$ cat config.mk
export PLATFORM = sky130hd
export DESIGN_NAME = cook_timer_ctrl
export DESIGN_NICKNAME = d
export VERILOG_FILES = /design/src/rtl/cook_timer_pkg.sv /design/src/rtl/bcd_mmss_down.sv /design/src/rtl/cook_timer_ctrl.sv
export SDC_FILE = /design/constraint.sdc
export NUM_CORES = 1
export LEC_CHECK = 0
export BUFFER_PORTS_ARGS = -buffer_cell sky130_fd_sc_hd__buf_4
export CORE_ASPECT_RATIO = 2
export CORE_MARGIN = 3
export CORE_UTILIZATION = 45
export DETAILED_ROUTE_END_ITERATION = 16
export PLACE_DENSITY = 0.72
export SLEW_MARGIN = 20
export SYNTH_ARGS = -nofsm -noshare
export SYNTH_HDL_FRONTEND = slang
export SYNTH_SLANG_ARGS = --single-unit
$ cat constraint.sdc
create_clock -name clk -period 2.6 [get_ports clk]
set_input_delay 0.13 -clock clk [delete_from_list [all_inputs] [get_ports clk]]
set_output_delay 0.13 -clock clk [all_outputs]
set_load 0.05 [all_outputs]
$ cat src/rtl/cook_timer_pkg.sv
// Shared types and constants for the cook timer controller.
package cook_timer_pkg;

  typedef enum logic [1:0] {
    S_IDLE  = 2'd0,
    S_RUN   = 2'd1,
    S_PAUSE = 2'd2,
    S_ALARM = 2'd3
  } state_t;

  typedef logic [3:0] bcd_t;

  localparam bcd_t MAX_SEC10 = 4'd5;
  localparam bcd_t MAX_MIN10 = 4'd5;

  // Two-digit BCD increment that wraps from {max_tens,9} back to 00.
  function automatic logic [7:0] bcd_inc_wrap(input bcd_t tens, input bcd_t ones,
                                               input bcd_t max_tens);
    logic [7:0] r;
    if (ones == 4'd9) begin
      if (tens >= max_tens) r = 8'h00;
      else                  r = {tens + 4'd1, 4'd0};
    end else begin
      r = {tens, ones + 4'd1};
    end
    return r;
  endfunction

endpackage

$ cat src/rtl/bcd_mmss_down.sv
// Loadable 4-digit BCD mm:ss down counter; holds at 00:00.
module bcd_mmss_down
  import cook_timer_pkg::*;
(
  input  logic        clk,
  input  logic        reset_p,
  input  logic        load,
  input  logic [15:0] load_val,
  input  logic        dec,
  output logic [15:0] count,
  output logic        zero
);

  bcd_t m10, m1, s10, s1;
  logic [15:0] count_dec;

  assign zero = (count == 16'h0000);

  // Next value one second lower, borrowing across digits and the minute.
  always_comb begin
    m10 = count[15:12];
    m1  = count[11:8];
    s10 = count[7:4];
    s1  = count[3:0];
    if (s1 != 4'd0) begin
      s1 = s1 - 4'd1;
    end else begin
      s1 = 4'd9;
      if (s10 != 4'd0) begin
        s10 = s10 - 4'd1;
      end else begin
        s10 = MAX_SEC10;
        if (m1 != 4'd0) begin
          m1 = m1 - 4'd1;
        end else begin
          m1  = 4'd9;
          m10 = m10 - 4'd1;
        end
      end
    end
    count_dec = {m10, m1, s10, s1};
  end

  // Counter register: load wins over decrement, no decrement past zero.
  always_ff @(posedge clk or posedge reset_p) begin
    if (reset_p)            count <= 16'h0000;
    else if (load)          count <= load_val;
    else if (dec && !zero)  count <= count_dec;
  end

endmodule

$ cat src/rtl/cook_timer_ctrl.sv
// Kitchen cook timer controller: set mm:ss, count down, alarm with auto-silence.
// Optional feature macro: COOK_TIMER_PAUSE_EN (start toggles RUN <-> PAUSE).
module cook_timer_ctrl
  import cook_timer_pkg::*;
#(
  parameter int unsigned ALARM_TIMEOUT_S = 60
) (
  input  logic        clk,
  input  logic        reset_p,
  input  logic        btn_start,
  input  logic        btn_inc_sec,
  input  logic        btn_inc_min,
  input  logic        btn_alarm_off,
  input  logic        tick_1s,
  output logic [15:0] value,
  output logic        running,
  output logic        alarm,
  output logic        alarm_led
);

  localparam logic [7:0] TIMEOUT_LAST = 8'(ALARM_TIMEOUT_S - 1);

  state_t      state, state_nxt;
  logic [7:0]  set_min, set_sec;
  logic [7:0]  to_cnt, to_cnt_nxt;
  logic        led_nxt;
  logic        cnt_load, cnt_dec, cnt_zero;
  logic [15:0] cnt_value;
  logic        inc_sec, inc_min;
  logic        win_off, win_start, win_min, win_sec;
  logic        set_nonzero;

  assign win_off     = btn_alarm_off;
  assign win_start   = btn_start & ~btn_alarm_off;
  assign win_min     = btn_inc_min & ~btn_start & ~btn_alarm_off;
  assign win_sec     = btn_inc_sec & ~btn_inc_min & ~btn_start & ~btn_alarm_off;
  assign set_nonzero = |{set_min, set_sec};

  bcd_mmss_down u_counter (
    .clk      (clk),
    .reset_p  (reset_p),
    .load     (cnt_load),
    .load_val ({set_min, set_sec}),
    .dec      (cnt_dec),
    .count    (cnt_value),
    .zero     (cnt_zero)
  );

  // Next-state, counter control, alarm timeout and LED toggle decisions.
  always_comb begin
    state_nxt  = state;
    cnt_load   = 1'b0;
    cnt_dec    = 1'b0;
    inc_sec    = 1'b0;
    inc_min    = 1'b0;
    to_cnt_nxt = 8'd0;
    led_nxt    = 1'b0;
    case (state)
      S_IDLE: begin
        if (win_start) begin
          if (set_nonzero) begin
            cnt_load  = 1'b1;
            state_nxt = S_RUN;
          end
        end else begin
          inc_min = win_min;
          inc_sec = win_sec;
        end
      end
      S_RUN: begin
        if (win_start) begin
`ifdef COOK_TIMER_PAUSE_EN
          state_nxt = S_PAUSE;
`else
          state_nxt = S_IDLE;
`endif
        end else if (cnt_zero) begin
          state_nxt = S_ALARM;
        end else if (tick_1s) begin
          cnt_dec = 1'b1;
        end
      end
`ifdef COOK_TIMER_PAUSE_EN
      S_PAUSE: begin
        if (win_start) state_nxt = S_RUN;
      end
`endif
      S_ALARM: begin
        to_cnt_nxt = to_cnt;
        led_nxt    = alarm_led;
        if (win_off || win_start) begin
          state_nxt  = S_IDLE;
          to_cnt_nxt = 8'd0;
        end else if (tick_1s) begin
          led_nxt = ~alarm_led;
          if (to_cnt == TIMEOUT_LAST) begin
            state_nxt  = S_IDLE;
            to_cnt_nxt = 8'd0;
          end else begin
            to_cnt_nxt = to_cnt + 8'd1;
          end
        end
      end
      default: state_nxt = S_IDLE;
    endcase
  end

  // State, set time, alarm timeout and LED registers.
  always_ff @(posedge clk or posedge reset_p) begin
    if (reset_p) begin
      state     <= S_IDLE;
      set_min   <= 8'h00;
      set_sec   <= 8'h00;
      to_cnt    <= 8'd0;
      alarm_led <= 1'b0;
    end else begin
      state     <= state_nxt;
      to_cnt    <= to_cnt_nxt;
      alarm_led <= led_nxt;
      if (inc_min) set_min <= bcd_inc_wrap(set_min[7:4], set_min[3:0], MAX_MIN10);
      if (inc_sec) set_sec <= bcd_inc_wrap(set_sec[7:4], set_sec[3:0], MAX_SEC10);
    end
  end

  // Registered display and status outputs derived from the current state.
  always_ff @(posedge clk or posedge reset_p) begin
    if (reset_p) begin
      value   <= 16'h0000;
      running <= 1'b0;
      alarm   <= 1'b0;
    end else begin
      running <= (state == S_RUN);
      alarm   <= (state == S_ALARM);
      case (state)
        S_IDLE:  value <= {set_min, set_sec};
        S_RUN:   value <= cnt_value;
`ifdef COOK_TIMER_PAUSE_EN
        S_PAUSE: value <= cnt_value;
`endif
        default: value <= 16'h0000;
      endcase
    end
  end

endmodule

==> results_dict.tcl <==
set metrics [dict create \
    core.rowCount 43 \
    pin_count 26 \
    critPathRequiredTime_ps 2840 \
    critPathKind "reg -> reg" \
    p_sw_frac 0.365 \
    postCtsSetupBuffers 0 \
    grt_overflow 0 \
    dr_total_vias 2763 \
    leakagePower_uw 0.00172 \
    p_int_uw 2720 \
    syn_area_sq_um 3260 \
    dieArea_sq_um 8350 \
    antenna-diode-count 0 \
    ir_worst_vdd_mv 0.543 \
    grt_pass1_wl_microns 13300 \
    clk_path_buf_depth 2 \
    start_util 0.465 \
    tritoncts "yes" \
    p_sw_uw 1560 \
    first_global_vias 2752 \
    seq_area_frac_synth 0.469 \
    postSynthCellCount 339 \
    final_hold_viol_count 0 \
    fin_nets 390 \
    met1_usage 0.216 \
    grt_antenna_before_repair 0 \
    drv_cap 0 \
    grt_max_degree 29 \
    dp_hpwl_microns 5740 \
    drv_slew 0 \
    die_width_microns 66.1 \
    cp_max_fo 11 \
    crit_buf_inv 0 \
    power_frac_comb 0.306 \
    portBuffers 25 \
    cts.sinks 61 \
    fmax_ghz 0.403 \
    arrival_ps 2720 \
    drt_iter0_markers 200 \
    finalWirelength_microns 8030 \
    setup_tns_ps 0 \
    via_per_inst 5.92 \
    ys.flop_type "dfrtp_1" \
    top_usage_layer "met2" \
    reg2reg_setup_slack_ps 120 \
    startpoint_type "flip-flop" \
    synth_edf_count 0 \
    design_area_sq_um 3930 \
    relSlewSlack 0.606 \
    end_kind "flip-flop" \
    ctsHtreeMaxLevel 3 \
    synthArstFlopShare 1.00 \
    syn_area_per_cell_sq_um 9.60 \
    seq_power_share 0.363 \
    power_density_nw_per_um2 1090 \
    synth.area.top_cells "dfrtp_1 (47%), mux2i_1 (5.2%), ha_1 (4.2%)" \
    worstPathCellList "or4_4 -> or4_1 -> or4b_1 -> a31oi_1" \
    synthesis.nets 357 \
    cts_buffers 9 \
    grtUsageMet3 0.0416 \
    critPathMaxStageDelay_ps 610 \
    p_clk_frac 0.331 \
    synth.distinct_cells 50 \
    clock_skew_ps 6.43 \
    die_height_microns 126 \
    core_area_sq_um 6990 \
    synth_top_area_frac 0.469 \
    wl_per_cell_microns 17.2 \
    grtUsageTotal 0.209 \
    insertion_delay_ps 330 \
    drc 0 \
    placed_cell_area_sq_um 3550 \
    drtAntennaViolNets 0 \
    cp_slowest_cell "or4_1" \
    finalSetupViolations 0 \
    drive_gt1_frac 0.167 \
    syn_to_final_growth_pct 20.6 \
    status "finished, final reports clean" \
    yosys_warnings 0 \
    yosysTopAreaCell "dfrtp_1" \
    finalPower_uw 4280 \
    grtUsageMet2 0.379 \
    clk_pin_slew_worst_paths_ps 50 \
    clockRootBuffer "clkbuf_16" \
    min_path_type "in -> reg" \
    fin_crit_sh 0.954 \
    tightest_slew_ps 591 \
    grt_setup_unrepaired "false" \
    crit_family "simple AND/OR/NAND/NOR gates" \
    min_period_ps 2480 \
    drtPass1Iterations 5 \
    synth-seq-cells 61 \
    place_congestion 0.915 \
]
==> final timing paths <==
path                                         start             endpoint  cells past startpoint
worst max register to register  u_counter.count[2]  u_counter.count[11]                      4
worst min-delay path                   btn_inc_min           set_min[0]                      3
min in group asynchronous                  reset_p             value[1]                      3
max in group asynchronous                  reset_p            value[10]                      4
worst min register to register           to_cnt[5]            to_cnt[5]                      2
worst max-delay path            u_counter.count[2]  u_counter.count[11]                      4
==> state kept, by name, indices dropped and copies added, names as in the netlist <==
name             count
alarm_led            1
set_min              8
alarm                1
set_sec              8
state                2
u_counter.count     16
value               16
to_cnt               8
running              1
==> tightest hold or removal path, delay by kind of cell <==
family / cells / cell delay (ps)
simple gates: 1 / 60
xor+xnor: 1 / 60
buf+inv: 1 / 120
==> stage by stage <==
stage | setup WS, ps | instances | hold slack (ps) | util
5_1_grt | 39.3 | 467 | 94.1 | 0.561
3_3_place_gp | 220 | 450 | 243 | 0.508
6_report | 121 | 467 | 90.4 | 0.561
3_5_place_dp | 168 | 450 | 243 | 0.508
4_1_cts | 137 | 467 | 88.6 | 0.561
2_1_floorplan | 376 | 339 | 280 | -
==> kinds of logic (layout without fill, tap and decap cells) <==
group | count (synthesis) | after routing | synth area share
AND/OR/NAND/NOR | 139 | 139 | 0.229
AO/OA/AOI/OAI | 71 | 71 | 0.137
flip-flops | 61 | 61 | 0.469
buffers and inverters | 32 | 70 | 0.0488
multiplexers | 17 | 17 | 0.0523
adder cells (fa/ha/maj) | 11 | 11 | 0.0423
XOR/XNOR | 8 | 8 | 0.0215
==> placed cells by master, fill, tap and decap left out, types with 11 or more instances in the layout <==
cell type	instances
ha_1	11
inv_1	13
a31oi_1	11
a21oi_1	11
nor2_1	31
nand3_1	14
dfrtp_1	61
buf_4	39
nor3_1	16
nand2_1	23
mux2i_1	17
o21ai_0	26
==> what timing repair did <==
item                      4_1_cts  5_1_grt
hold endpoints to repair       26        0
gates resized for setup         0        0
hold buffers                    1        0
==> Yosys cell counts (all sizes together) (6+ instances only) <==
cell type,count
nand2b,7
nand3,14
buf,8
nor2,31
a31oi,11
mux2i,17
nand2,23
dfrtp,61
nand4,8
a21oi,11
clkbuf,10
inv,14
o21ai,26
nor4,6
ha,11
nor3,16
==> power groups by stage <==
| stage | Clock [uW] | Sequential, uW | Combinational [uW] |
|---|---|---|---|
| 6_report | 1410 | 1550 | 1310 |
| 4_1_cts | 1440 | 1550 | 1320 |
| 2_1_floorplan | 0 | 1770 | 689 |
| 3_3_place_gp | 0 | 1550 | 1280 |
| 5_1_grt | 1480 | 1600 | 1430 |
| 3_5_place_dp | 0 | 1560 | 1310 |
==> final cells by class <==
type                    instances  area (sq um)
multi-input cells             246          1570
clock buffers                  13           270
inverters                      14          52.6
repair buffers                 40           303
clock inverters                 3          90.1
fillers                       602          3070
flip-flops and latches         61          1530
well taps                      90           113
==> layer usage <==
| metal | routed length (microns) | part of all wire |
|---|---|---|
| met1 | 2800 | 0.35 |
| met5 | 0 | 0 |
| met3 | 396 | 0.049 |
| met2 | 4530 | 0.56 |
| met4 | 309 | 0.038 |
(Power assumes the default switching activity.)
